==> config.mk <==
export PLATFORM = sky130hd
export DESIGN_NAME = bch2_serial_decoder
export DESIGN_NICKNAME = d
export VERILOG_FILES = /design/src/rtl/bch2_serial_decoder.sv
export SDC_FILE = /design/constraint.sdc
export NUM_CORES = 1
export LEC_CHECK = 0
export BUFFER_PORTS_ARGS = -buffer_cell sky130_fd_sc_hd__buf_2
export CORE_MARGIN = 2
export CORE_UTILIZATION = 40
export CTS_BUF_LIST = sky130_fd_sc_hd__clkbuf_16
export DETAILED_ROUTE_END_ITERATION = 16
export MAX_ROUTING_LAYER = met4
export PLACE_DENSITY = 0.61
export REMOVE_ABC_BUFFERS = 1
export SETUP_SLACK_MARGIN = 0.05
export SKIP_LAST_GASP = 1
export SLEW_MARGIN = 10
export SYNTH_ARGS = -nofsm -noshare
export SYNTH_HDL_FRONTEND = slang
export SYNTH_SLANG_ARGS = --single-unit
==> constraint.sdc <==
create_clock -name clk -period 8 [get_ports clk]
set_input_delay 1.6 -clock clk [delete_from_list [all_inputs] [get_ports clk]]
set_output_delay 1.6 -clock clk [all_outputs]
set_load 0.01 [all_outputs]
==> src/rtl/bch2_serial_decoder.sv <==
// Bit-serial double-error-correcting BCH decoder over GF(2^M): serial syndromes, scaled locator, Chien search.
// Define BCH_STATS_EN to add stat_clear and the stat_words/stat_corrected/stat_uncorrectable counters.
module bch2_serial_decoder #(
  parameter int         M         = 4,
  parameter logic [M:0] PRIM_POLY = 5'b10011,
  localparam int        N         = (1 << M) - 1
) (
  input  logic         clk,
  input  logic         rst,
  input  logic         in_valid,
  output logic         in_ready,
  input  logic [N-1:0] in_word,
  output logic         out_valid,
  input  logic         out_ready,
  output logic [N-1:0] out_word,
  output logic [1:0]   out_err_count,
  output logic         out_error_flag,
  output logic         out_uncorrectable
`ifdef BCH_STATS_EN
  ,
  input  logic         stat_clear,
  output logic [15:0]  stat_words,
  output logic [15:0]  stat_corrected,
  output logic [15:0]  stat_uncorrectable
`endif
);

  typedef enum logic [2:0] {IDLE, SYND, KEY, CHIEN, OUT} state_t;

  function automatic logic [M-1:0] mul_a(input logic [M-1:0] x);
    return {x[M-2:0], 1'b0} ^ (x[M-1] ? PRIM_POLY[M-1:0] : '0);
  endfunction

  // The polynomial's constant term clears bit 0, so the shift is exact.
  function automatic logic [M-1:0] mul_ainv(input logic [M-1:0] x);
    logic [M:0] t;
    t = {1'b0, x} ^ (x[0] ? PRIM_POLY : '0);
    return t[M:1];
  endfunction

  function automatic logic [M-1:0] gf_mul(input logic [M-1:0] a, input logic [M-1:0] b);
    logic [M-1:0] p;
    p = '0;
    for (int i = M - 1; i >= 0; i--) p = mul_a(p) ^ (b[i] ? a : '0);
    return p;
  endfunction

  state_t       state_q, state_d;
  logic [N-1:0] rx_q, rx_d;
  logic [N-1:0] corr_q, corr_d;
  logic [M-1:0] s1_q, s1_d, s3_q, s3_d;
  logic [M-1:0] sig0_q, sig0_d, t1_q, t1_d, t2_q, t2_d;
  logic [1:0]   deg_q, deg_d, roots_q, roots_d;
  logic         invalid_q, invalid_d;
  logic [M-1:0] cnt_q, cnt_d;
  logic         out_valid_q, out_valid_d;
  logic [N-1:0] out_word_q, out_word_d;
  logic [1:0]   out_err_count_q, out_err_count_d;
  logic         out_error_flag_q, out_error_flag_d;
  logic         out_unc_q, out_unc_d;

  logic [M-1:0] r_bit, key_sq, key_sigma2;
  logic         eval_en, is_root;

  assign r_bit      = {{(M-1){1'b0}}, corr_q[N-1]};
  assign key_sq     = gf_mul(s1_q, s1_q);
  assign key_sigma2 = gf_mul(key_sq, s1_q) ^ s3_q;
  // Degree-0 words make every position a root and invalid words are not searched.
  assign eval_en    = !invalid_q && (deg_q != 2'd0);
  assign is_root    = eval_en && ((sig0_q ^ t1_q ^ t2_q) == '0);

  always_comb begin
    state_d          = state_q;
    rx_d             = rx_q;
    corr_d           = corr_q;
    s1_d             = s1_q;
    s3_d             = s3_q;
    sig0_d           = sig0_q;
    t1_d             = t1_q;
    t2_d             = t2_q;
    deg_d            = deg_q;
    roots_d          = roots_q;
    invalid_d        = invalid_q;
    cnt_d            = cnt_q;
    out_valid_d      = out_valid_q;
    out_word_d       = out_word_q;
    out_err_count_d  = out_err_count_q;
    out_error_flag_d = out_error_flag_q;
    out_unc_d        = out_unc_q;
    case (state_q)
      IDLE: begin
        if (in_valid) begin
          rx_d    = in_word;
          corr_d  = in_word;
          s1_d    = '0;
          s3_d    = '0;
          cnt_d   = '0;
          state_d = SYND;
        end
      end
      // corr rotates left so the MSB is consumed first; N rotations restore it.
      SYND: begin
        s1_d   = mul_a(s1_q) ^ r_bit;
        s3_d   = mul_a(mul_a(mul_a(s3_q))) ^ r_bit;
        corr_d = {corr_q[N-2:0], corr_q[N-1]};
        cnt_d  = cnt_q + 1'b1;
        if (cnt_q == M'(N - 1)) begin
          cnt_d   = '0;
          state_d = KEY;
        end
      end
      KEY: begin
        sig0_d    = s1_q;
        t1_d      = key_sq;
        t2_d      = key_sigma2;
        roots_d   = 2'd0;
        cnt_d     = '0;
        invalid_d = (s1_q == '0) && (s3_q != '0);
        if (s1_q == '0)             deg_d = 2'd0;
        else if (key_sigma2 == '0)  deg_d = 2'd1;
        else                        deg_d = 2'd2;
        state_d   = CHIEN;
      end
      // Rotating right brings bit k to position 0 on step k.
      CHIEN: begin
        if (cnt_q == M'(N)) begin
          out_valid_d      = 1'b1;
          out_error_flag_d = (s1_q | s3_q) != '0;
          if (invalid_q || (roots_q != deg_q)) begin
            out_unc_d       = 1'b1;
            out_word_d      = rx_q;
            out_err_count_d = 2'd0;
          end else begin
            out_unc_d       = 1'b0;
            out_word_d      = corr_q;
            out_err_count_d = roots_q;
          end
          state_d = OUT;
        end else begin
          corr_d = {corr_q[0] ^ is_root, corr_q[N-1:1]};
          if (is_root) roots_d = roots_q + 2'd1;
          t1_d  = mul_ainv(t1_q);
          t2_d  = mul_ainv(mul_ainv(t2_q));
          cnt_d = cnt_q + 1'b1;
        end
      end
      OUT: begin
        if (out_ready) begin
          out_valid_d = 1'b0;
          state_d     = IDLE;
        end
      end
      default: state_d = IDLE;
    endcase
  end

  always_ff @(posedge clk or posedge rst) begin
    if (rst) begin
      state_q          <= IDLE;
      rx_q             <= '0;
      corr_q           <= '0;
      s1_q             <= '0;
      s3_q             <= '0;
      sig0_q           <= '0;
      t1_q             <= '0;
      t2_q             <= '0;
      deg_q            <= '0;
      roots_q          <= '0;
      invalid_q        <= 1'b0;
      cnt_q            <= '0;
      out_valid_q      <= 1'b0;
      out_word_q       <= '0;
      out_err_count_q  <= '0;
      out_error_flag_q <= 1'b0;
      out_unc_q        <= 1'b0;
    end else begin
      state_q          <= state_d;
      rx_q             <= rx_d;
      corr_q           <= corr_d;
      s1_q             <= s1_d;
      s3_q             <= s3_d;
      sig0_q           <= sig0_d;
      t1_q             <= t1_d;
      t2_q             <= t2_d;
      deg_q            <= deg_d;
      roots_q          <= roots_d;
      invalid_q        <= invalid_d;
      cnt_q            <= cnt_d;
      out_valid_q      <= out_valid_d;
      out_word_q       <= out_word_d;
      out_err_count_q  <= out_err_count_d;
      out_error_flag_q <= out_error_flag_d;
      out_unc_q        <= out_unc_d;
    end
  end

  assign in_ready          = (state_q == IDLE) && !rst;
  assign out_valid         = out_valid_q;
  assign out_word          = out_word_q;
  assign out_err_count     = out_err_count_q;
  assign out_error_flag    = out_error_flag_q;
  assign out_uncorrectable = out_unc_q;

`ifdef BCH_STATS_EN
  function automatic logic [15:0] sat_inc(input logic [15:0] x);
    return (x == 16'hFFFF) ? x : x + 16'd1;
  endfunction

  logic [15:0] stat_words_q, stat_words_d;
  logic [15:0] stat_corr_q, stat_corr_d;
  logic [15:0] stat_unc_q, stat_unc_d;
  logic        out_fire;

  assign out_fire = out_valid_q && out_ready;

  always_comb begin
    stat_words_d = stat_words_q;
    stat_corr_d  = stat_corr_q;
    stat_unc_d   = stat_unc_q;
    if (stat_clear) begin
      stat_words_d = '0;
      stat_corr_d  = '0;
      stat_unc_d   = '0;
    end else if (out_fire) begin
      stat_words_d = sat_inc(stat_words_q);
      if ((out_err_count_q != 2'd0) && !out_unc_q) stat_corr_d = sat_inc(stat_corr_q);
      if (out_unc_q) stat_unc_d = sat_inc(stat_unc_q);
    end
  end

  always_ff @(posedge clk or posedge rst) begin
    if (rst) begin
      stat_words_q <= '0;
      stat_corr_q  <= '0;
      stat_unc_q   <= '0;
    end else begin
      stat_words_q <= stat_words_d;
      stat_corr_q  <= stat_corr_d;
      stat_unc_q   <= stat_unc_d;
    end
  end

  assign stat_words         = stat_words_q;
  assign stat_corrected     = stat_corr_q;
  assign stat_uncorrectable = stat_unc_q;
`endif

endmodule

==> results of run 1 <==
==> synthesized netlist by cell type (2+ instances only) <==
library cell  count  share of area (%)
buf_2             6               0.69
nor2b_1           5               0.72
nand2_1          62                5.3
nor3_1            7               0.80
mux2_2           29                7.5
xor3_1            2                1.1
o21ai_0          51                5.9
a211oi_1          2               0.34
xor2_1           13                2.6
nor3_2            2               0.46
xnor2_1          14                2.8
or2_2             2               0.29
a21oi_1           8               0.92
nand3_1           4               0.46
or3_1             2               0.29
dfrtp_1          82                 47
buf_4             3               0.52
inv_1            13                1.1
nand2b_1          4               0.57
mux2i_1          29                6.7
o22ai_1           3               0.43
a22o_1            7                1.4
nor4_1            2               0.29
nor2_1           20                1.7
xnor3_1           2                1.0
clkbuf_1         16                1.4
o31ai_1           3               0.52
a21o_1            4               0.69
ha_1             11                3.2
o41ai_1           2               0.40
==> registers in the layout, summed over array words and instances, names as in the netlist <==
| register | count |
|---|---|
| cnt_q | 4 |
| corr_q | 15 |
| deg_q | 2 |
| invalid_q | 1 |
| out_err_count | 2 |
| out_error_flag | 1 |
| out_uncorrectable | 1 |
| out_valid | 1 |
| out_word | 15 |
| roots_q | 2 |
| rx_q | 15 |
| s1_q | 4 |
| s3_q | 4 |
| sig0_q | 4 |
| state_q | 3 |
| t1_q | 4 |
| t2_q | 4 |
==> power breakdown <==
group	internal, µW	leakage [µW]	total, µW	switching [µW]
Sequential	587	0.00104	753	166
Combinational	533	0.00111	1060	530
Clock	301	0.000159	464	162
Total	1420	0.00231	2280	858
==> worst paths after layout <==
check                               start        endpoint
max                                   rst        in_ready
min                        out_error_flag  out_error_flag
max reg2reg                    state_q[2]    out_word[10]
min reg2reg                out_error_flag  out_error_flag
max in group asynchronous             rst         t1_q[2]
min in group asynchronous             rst      state_q[0]
==> routing by layer <==
layer,track usage (%),up-vias
met4,5.769,0
met3,3.315,9
met2,27.40,52
met1,22.15,1505
li1,-,1523
met5,-,-
==> cells in the final DEF (no fill, tap or decap), types with 2 or more instances in the layout <==
cell and n:
a211oi_1 2, a21o_1 4, a21oi_1 8, a22o_1 7, buf_2 39, buf_4 7, bufinv_16 3, clkbuf_16 9
clkinv_2 2, dfrtp_1 82, ha_1 11, inv_1 12, mux2_2 29, mux2i_1 29, nand2_1 62, nand2b_1 4
nand3_1 4, nor2_1 20, nor2b_1 5, nor3_1 6, nor3_2 3, nor4_1 2, o21ai_0 51, o22ai_1 3
o31ai_1 3, o41ai_1 2, or2_2 2, or3_1 2, xnor2_1 14, xnor3_1 2, xor2_1 13, xor3_1 2
==> stage by stage <==
step           hold WS [ns]  utilization [%]
3_3_place_gp         0.4553            43.30
2_1_floorplan        0.4688                -
4_1_cts              0.4780            46.39
5_1_grt              0.5080            46.39
6_report             0.4716            46.39
3_5_place_dp         0.4652            43.30
==> cell families (layout without fill, tap and decap cells) <==
logic type / after synthesis / after routing / share of synthesized area (%)
AO/OA/AOI/OAI: 88 / 88 / 12.10
buffers and inverters: 40 / 74 / 4.054
multiplexers: 58 / 58 / 14.17
adder cells (fa/ha/maj): 11 / 11 / 3.163
XOR/XNOR: 31 / 31 / 7.562
AND/OR/NAND/NOR: 114 / 114 / 11.79
flip-flops: 82 / 82 / 47.15
==> final cells by class <==
| cell class | instances | share of cell area, % |
|---|---|---|
| Clock inverter | 6 | 2.134 |
| Inverter | 13 | 1.004 |
| Sequential cell | 82 | 41.16 |
| Tap cell | 140 | 3.514 |
| Timing Repair Buffer | 46 | 4.970 |
| Multi-Input combinational cell | 302 | 42.70 |
| Clock buffer | 9 | 4.518 |
==> reports/qor.csv, run 1 <==
metric,value,unit
Final TNS setup,0,ns
distinct cell type count after synthesis,44,
CP bufs+invs,2,
number of diodes,0,
number of remaining DRC errors,0,
placed inst area,4653,µm²
setup ws final,4.374,ns
mean number of vias per cell,5.166,
TritonCTS clock tree,done,
Die Y,108.3,µm
leakage,0.002313,µW
antenna violations before repair,0,
WL final,8908,µm
"Hold Vio Cnt, Final",0,
DP Worst Slack,4.369,ns
FF-to-FF setup slack,5.70,ns
Num CTS Buffers,9,
Tmin final,3.626,ns
TritonCTS Sinks,82,
uppermost layer routed,met4,
clk_skew,0.004698,ns
total global-route track usage,17.20,%
vias in the first global route,3091,
number of synthesized flops with an enable pin,0,
PwrDens,457.3,nW/µm²
final worst path period share,45.32,%
num rows,38,
Tot Pwr,2279,µW
startpoint types,input pin,
router iterations before antenna repair,4,
ratio of cells with drive above 1 in the final layout,21.40,%
Fmax,0.2758,GHz
largest net degree at the start of global routing,83,
gpl congestion,0.8001,
Max stage delay on crit path,0.17,ns
synthesized area per cell,10.26,µm²
GRT overflow,0,
top_reg_cell synth,dfrtp_1,
area grow syn2layout,14.55,%
worst-path fanout max,2,
Gate Count Post-Synth,424,
chip width,108.3,µm
Slew @ Worst Pin,1.055,ns
Critical Path AT,2.03,ns
H-tree level count,3,
Top-Level Pins,40,
met1 wire length,4167,µm
Final setup viols,0,
async set-reset flop share out of synthesis,100.0,%
WL met2,4346,µm
RSZ-0062 raised after global routing,false,
post-route insts no fill,598,
clk_lat worst skew,0.33,ns
Post-CTS Setup Inserts,0,
Crit path depth,3,
mapped cell area,4352,µm²
CP most frequent cell,buf_2,
Die Footprint,11730,µm²
Routed Antenna Nets,0,
Post-CTS Resized,0,
"Seq/Total Area, Yosys",47.15,%
Pins Over Slew Limit,0,
Crit-path slowest cell,buf_2,
WL/cell,14.90,µm
initial cell density of the core,40.50,%
Crit Path Class,input pin to output port,
#FFs+latches synth,82,
Worst R2R Path Depth,6,
Initial DRC Count,84,
nets,484,
final-layout fill cell count,1046,
fin area,4985,µm²
status,completed,
max_slew headroom,29.67,%
detailed-placement wirelength estimate,5990,µm
placed cell count,583,
Hold Crit Depth,1,
Multi-input gate area,2128,µm²
worst path cell trace,"buf_2, nor4_1, buf_2",
"CTS clk-pin slew, worst paths",0.06,ns
core area,10750,µm²
WP data required,6.40,ns
maxcap violations,0,
register area,2052,µm²
PortBufs,39,
Worst VDD drop,184.4,µV
synth warn,0,
first-pass GRT wire length,15250,µm
Worst Hold Class,register to register,
Crit. End Element,output port,
met3 WL post-DR,277,µm
Vias,3089,
Root Buffer,clkbuf_16,
hold buffers post-CTS,0,
CTS Buffer Depth,2,
cell family with most CP delay,buffers and inverters,
No activity file was read; power rests on OpenSTA's default activity.
==> inputs of run 2 (changes only) <==
- ABC_AREA: unset -> 1
- PLACE_DENSITY: 0.61 -> 0.63
- clock period: 8 -> 3 ns (I/O delays scaled with it)
==> run 2 against run 1 <==
Total power rose by 140%. Combinational power is 140% higher. Sequential share of layout area down 0.89 points.
==> reports/qor.csv, run 2 <==
metric,value,unit,change
status,completed,,unchanged
Routed Antenna Nets,0,,unchanged
top-area cell type share of the netlist area,45.71,%,was 47.15%
detailed-placement wirelength estimate,7117,µm,was 5990 µm
PwrDens,1094,nW/µm²,was 457.3 nW/µm²
RSZ-0062 raised after global routing,false,,unchanged
Gate Count Post-Synth,527,,was 424
Pins Over Slew Limit,0,,unchanged
async set-reset flop share out of synthesis,100.0,%,unchanged
nets,594,,was 484
total global-route track usage,18.93,%,was 17.20%
core area,10890,µm²,"was 10,750 µm²"
leakage,0.002546,µW,was 0.002313 µW
Reg-to-Reg Start,cnt_q[0],,was state_q[2]
Top-Level Pins,40,,unchanged
Worst R2R Path Depth,10,,was 6
number of diodes,0,,unchanged
final-layout fill cell count,1035,,"was 1,046"
top_reg_cell synth,dfrtp_1,,unchanged
TritonCTS Sinks,82,,unchanged
WP data required,3.26,ns,was 6.40 ns
number of synthesized flops with an enable pin,0,,unchanged
#FFs+latches synth,82,,unchanged
first-pass GRT wire length,17110,µm,"was 15,250 µm"
hold buffers post-CTS,0,,unchanged
Synth area leader,dfrtp_1,,unchanged
Slew @ Worst Pin,0.6746,ns,was 1.055 ns
chip width,109.9,µm,was 108.3 µm
"Seq/Total Area, Yosys",45.71,%,was 47.15%
Final setup viols,0,,unchanged
Fmax,0.4539,GHz,
Root Buffer,clkbuf_16,,unchanged
WL final,10130,µm,was 8908 µm
router iterations before antenna repair,5,,was 4
CTS Buffer Depth,2,,unchanged
num rows,38,,unchanged
worst-path fanout max,28,,was 2
mean number of vias per cell,5.117,,was 5.166
Critical Path AT,2.46,ns,was 2.03 ns
vias in the first global route,3515,,"was 3,091"
maxcap violations,0,,unchanged
"commonest non-fill, non-tap cells in the layout","nand2_1 (110), dfrtp_1 (82), inv_1 (61)",,"was dfrtp_1 (82), nand2_1 (62), o21ai_0 (51)"
Post-CTS Setup Inserts,0,,unchanged
final worst path period share,73.44,%,
Final TNS setup,0,ns,unchanged
worst path cell trace,"ha_1, nand3_1, nor2_8, inv_2, nand3_4, a21oi_4, inv_6, nand2_1, inv_1, a21oi_1",,"was buf_2, nor4_1, buf_2"
distinct cell type count after synthesis,45,,was 44
Num CTS Buffers,9,,unchanged
Commonest cells post-synth,"nand2_1 (110), dfrtp_1 (82), inv_1 (61)",,"was dfrtp_1 (82), nand2_1 (62), o21ai_0 (51)"
Layout Utilization,46.79,%,was 46.39%
PortBufs,39,,unchanged
Max stage delay on crit path,0.40,ns,was 0.17 ns
synth warn,0,,unchanged
Die Y,109.9,µm,was 108.3 µm
"CTS clk-pin slew, worst paths",0.06,ns,about the same
Worst VDD drop,577.4,µV,was 184.4 µV
max_slew headroom,54.61,%,was 29.67%
number of remaining DRC errors,0,,unchanged
Die Footprint,12090,µm²,"was 11,730 µm²"
"commonest non-fill, non-tap cell in the layout",nand2_1,,was dfrtp_1
Crit-path slowest cell,dfrtp_1,,was buf_2
Vias,3628,,"was 3,089"
Initial DRC Count,184,,was 84
ratio of cells with drive above 1 in the final layout,19.68,%,was 21.40%
initial cell density of the core,41.23,%,was 40.50%
GRT overflow,0,,unchanged
TritonCTS clock tree,done,,unchanged
"Hold Vio Cnt, Final",0,,unchanged
post-route insts no fill,709,,was 598
Crit. End Element,register,,was output port
mapped cell area,4489,µm²,was 4352 µm²
synthesized area per cell,8.519,µm²,was 10.26 µm²
largest cells by area after synthesis,"dfrtp_1 (46%), nand2_1 (9.2%), o21ai_0 (5.9%)",,"was dfrtp_1 (47%), mux2_2 (7.5%), mux2i_1 (6.7%)"
clk_skew,0.007661,ns,was 0.004698 ns
FF-to-FF setup slack,0.80,ns,was 5.70 ns
WL/cell,14.29,µm,was 14.90 µm
Worst R2R End,corr_q[14],,was out_word[10]
area grow syn2layout,13.49,%,was 14.55%
Tmin final,2.203,ns,
clk_lat worst skew,0.33,ns,about the same
Post-CTS Resized,0,,unchanged
Crit Path Class,register to register,,was input pin to output port
"count leader, synth",nand2_1,,was dfrtp_1
H-tree level count,3,,unchanged
startpoint types,register,,was input pin
Tot Pwr,5575,µW,was 2279 µW
Worst Hold Class,input pin to asynchronous set/reset pin,,was register to register
largest net degree at the start of global routing,83,,unchanged
gpl congestion,0.9040,,was 0.8001
placed cell count,693,,was 583
antenna violations before repair,0,,unchanged
-- run 2: cell types whose count changed after synthesis, moves of 6 or more --
cell,delta
nand2_1,+48
mux2i_1,-29
o21ai_2,+15
xnor2_1,-6
mux2_2,-17
nand2_2,+12
clkbuf_1,-12
inv_1,+48
nor2_1,+20
o22ai_1,+15
a21oi_1,+12
nand3_1,+14
-- run 2: worst max path at each step --
| stage | startpoint | endpoint | slack, ns | depth (start not counted) |
|---|---|---|---|---|
| 3_3_place_gp | cnt_q[1] | corr_q[14] | 0.89 | 9 |
| 5_1_grt | cnt_q[0] | corr_q[14] | 0.62 | 10 |
| 6_report | cnt_q[0] | corr_q[14] | 0.80 | 10 |
| 3_5_place_dp | cnt_q[1] | corr_q[14] | 0.81 | 9 |
| 2_1_floorplan | rst | cnt_q[0] | 0.29 | 1 |
| 4_1_cts | cnt_q[1] | corr_q[14] | 0.80 | 10 |
-- run 2: kinds of logic after synthesis --
family                     share of synthesized area [%]
adders and majority gates                          3.066
AOI/OAI and AO/OA                                  16.19
muxes                                              3.010
buffers and inverters                              8.528
xor gates and xnor gates                           3.317
and+or+nand+nor                                    20.18
DFF                                                45.71
-- run 2: metal layers --
layer	up-vias	global-route usage (%)	share of wire, %
li1	1803	-	-
met1	1734	24.90	46
met2	85	30.06	48
met3	6	4.031	4.9
met4	0	4.340	0.40
met5	-	-	0
-- run 2: critical path, delay by kind of cell (launching register included) --
family          cells  cell delay, ns
simple gates        4            0.60
buf+inv             3            0.53
compound gates      2            0.34
flops               1            0.40
fa+ha+maj           1            0.24
-- run 2: cell type report --
class / instances / area (µm²) / share of cell area, %
multi-input cells: 361 / 2054 / 40.32
flip-flops and latches: 82 / 2052 / 40.28
inverters: 67 / 257.7 / 5.059
repair buffers: 43 / 237.7 / 4.666
clock buffers: 9 / 225.2 / 4.420
well taps: 140 / 175.2 / 3.438
clock inverters: 7 / 92.59 / 1.817
-- run 2: power by group --
group,switching [µW],total [µW],internal (µW)
clock,440,1170,729
combinational,1600,2550,945
sequential,362,1860,1500
-- run 2: through the flow --
step,cell area [µm²],setup WS (ns),hold WS (ns)
global route,5095,0.6227,0.3930
CTS,5095,0.7979,0.3844
global placement,4777,0.8912,0.4689
detailed placement,4777,0.8083,0.4710
floorplan,4363,0.2916,0.4479
finish,5095,0.7967,0.3656
==> inputs of run 3 (changes only) <==
- PLACE_DENSITY: 0.63 -> 0.61
- clock period: 3 -> 2.1 ns (I/O delays scaled with it)
==> run 3 against run 2 <==
Setup slack lost 0.57 ns. Wire length rose by 1.4%. Hold slack worse by 0.30 ns. Register-to-register slack worse by 0.57 ns. Via count up 0.19%. Final cell count increased by 0.56%. Critical path depth up 1. Largest power group unchanged.
==> reports/qor.csv, run 3 (synthesized netlist as in run 2, its figures left out) <==
metric,value,unit,change
status,completed,,unchanged
vias in the first global route,3577,,"was 3,515"
Crit. End Element,register,,unchanged
hold buffers post-CTS,0,,unchanged
num rows,38,,unchanged
initial cell density of the core,41.23,%,unchanged
Crit-path slowest cell,dfrtp_1,,unchanged
Post-CTS Setup Inserts,0,,unchanged
worst path cell trace,"inv_1, ha_1, xor2_1, nand2_1, nand2_1, nand2_1, nand2_1, nor2_1, nand3_1, nand2_1, nand2_1",,"was ha_1, nand3_1, nor2_8, inv_2, nand3_4, a21oi_4, inv_6, nand2_1, inv_1, a21oi_1"
ratio of cells with drive above 1 in the final layout,19.90,%,was 19.68%
placed cell count,700,,was 693
DP Worst Slack,0.2516,ns,was 0.8083 ns
antenna violations before repair,0,,unchanged
RSZ-0062 raised after global routing,false,,unchanged
gpl congestion,0.8828,,was 0.9040
Die Footprint,12090,µm²,unchanged
Tot Pwr,7693,µW,was 5575 µW
H-tree level count,3,,unchanged
PortBufs,39,,unchanged
Final setup viols,0,,unchanged
Slew @ Worst Pin,0.6574,ns,was 0.6746 ns
Vias,3635,,"was 3,628"
maxcap violations,0,,unchanged
PwrDens,1514,nW/µm²,was 1094 nW/µm²
post-route insts no fill,713,,was 709
Post-CTS Resized,0,,unchanged
max_slew headroom,55.77,%,was 54.61%
WL/cell,14.41,µm,was 14.29 µm
Critical Path AT,2.10,ns,was 2.46 ns
detailed-placement wirelength estimate,7511,µm,was 7117 µm
Worst R2R Path Depth,11,,was 10
GRT overflow,0,,unchanged
leakage,0.002553,µW,was 0.002546 µW
nets,601,,was 594
Max stage delay on crit path,0.58,ns,was 0.40 ns
Fmax,0.5327,GHz,was 0.4539 GHz
Reg-to-Reg Start,s1_q[3],,was cnt_q[0]
Pins Over Slew Limit,0,,unchanged
"CTS clk-pin slew, worst paths",0.06,ns,about the same
Top-Level Pins,40,,unchanged
router iterations before antenna repair,5,,unchanged
Tmin final,1.877,ns,was 2.203 ns
CTS Buffer Depth,2,,unchanged
Worst VDD drop,575.7,µV,was 577.4 µV
first-pass GRT wire length,17330,µm,"was 17,110 µm"
WP data required,2.32,ns,was 3.26 ns
Layout Utilization,46.68,%,was 46.79%
setup ws final,0.2227,ns,was 0.7967 ns
chip width,109.9,µm,unchanged
largest net degree at the start of global routing,33,,was 83
FF-to-FF setup slack,0.22,ns,was 0.80 ns
TritonCTS Sinks,82,,unchanged
Root Buffer,clkbuf_16,,unchanged
worst-path fanout max,12,,was 28
CP most frequent cell,nand2_1,,
Initial DRC Count,197,,was 184
final-layout fill cell count,1066,,"was 1,035"
cell family with most CP delay,simple AND/OR/NAND/NOR gates,,unchanged
Die Y,109.9,µm,unchanged
"commonest non-fill, non-tap cell in the layout",nand2_1,,unchanged
"Hold Vio Cnt, Final",0,,unchanged
WL final,10270,µm,"was 10,130 µm"
final worst path period share,89.40,%,was 73.44%
mean number of vias per cell,5.098,,was 5.117
clk_skew,0.006414,ns,was 0.007661 ns
number of diodes,0,,unchanged
core area,10890,µm²,unchanged
Num CTS Buffers,9,,unchanged
clk_lat worst skew,0.33,ns,about the same
total global-route track usage,19.34,%,was 18.93%
Fin Hold WS,0.06792,ns,was 0.3656 ns
Crit Path Class,register to register,,unchanged
area grow syn2layout,13.21,%,was 13.49%
"commonest non-fill, non-tap cells in the layout","nand2_1 (110), dfrtp_1 (82), inv_1 (62)",,"was nand2_1 (110), dfrtp_1 (82), inv_1 (61)"
Routed Antenna Nets,0,,unchanged
CP bufs+invs,1,,was 3
number of remaining DRC errors,0,,unchanged
Worst Hold Class,input pin to asynchronous set/reset pin,,unchanged
Worst R2R End,deg_q[1],,was corr_q[14]
startpoint types,register,,unchanged
TritonCTS clock tree,done,,unchanged
==> run 3: cell count changes in the layout (fill, tap and decap cells not counted) <==
cell | before | now
bufinv_16 | 2 | 0
inv_6 | 3 | 1
buf_4 | 3 | 9
clkinvlp_4 | 1 | 0
inv_1 | 61 | 62
clkinv_1 | 2 | 3
buf_12 | 1 | 2
==> run 3: how the worst max path moves through the flow <==
stage	cells after the start	slack, ns	end	from
after global placement	12	0.28	deg_q[1]	s1_q[0]
after detailed placement	11	0.25	deg_q[1]	s1_q[3]
after floorplan	1	-0.43	cnt_q[0]	rst
after global routing	10	0.07	corr_q[14]	cnt_q[1]
final	11	0.22	deg_q[1]	s1_q[3]
after CTS	11	0.24	deg_q[1]	s1_q[3]
==> run 3: worst register-to-register path, delay by kind of cell (launching register included) <==
family / cells / cell delay, ns
XOR/XNOR: 1 / 0.15
AND/OR/NAND/NOR: 8 / 0.61
flip-flops: 1 / 0.58
adder cells (fa/ha/maj): 1 / 0.25
buffers and inverters: 1 / 0.18
==> run 3: layer usage <==
layer	global-route usage [%]	part of all wire [%]	wire (µm)
met5	-	0	0
met4	5.425	1.2	123
met3	3.379	2.6	270
met2	31.55	49	5082
met1	24.77	47	4796
==> run 3: where the power goes <==
| part | total (µW) | internal, µW | switching, µW |
|---|---|---|---|
| Sequential | 2670 | 2140 | 527 |
| Clock | 1350 | 764 | 591 |
| Combinational | 3670 | 1390 | 2280 |
==> run 3: cell type report <==
type	instances	area [µm²]	share of cell area [%]
clock buffers	9	225.2	4.431
clock inverters	4	15.01	0.2954
inverters	67	257.7	5.071
multi-input cells	361	2054	40.42
flip-flops and latches	82	2052	40.37
well taps	140	175.2	3.447
repair buffers	50	302.8	5.958
==> run 3: metrics by stage <==
| stage | setup TNS, ns | cell area [µm²] |
|---|---|---|
| final | 0 | 5082 |
| after global routing | 0 | 5082 |
| after CTS | 0 | 5082 |
| after detailed placement | 0 | 4842 |
| after global placement | 0 | 4842 |
| after floorplan | -35.13 | 4363 |
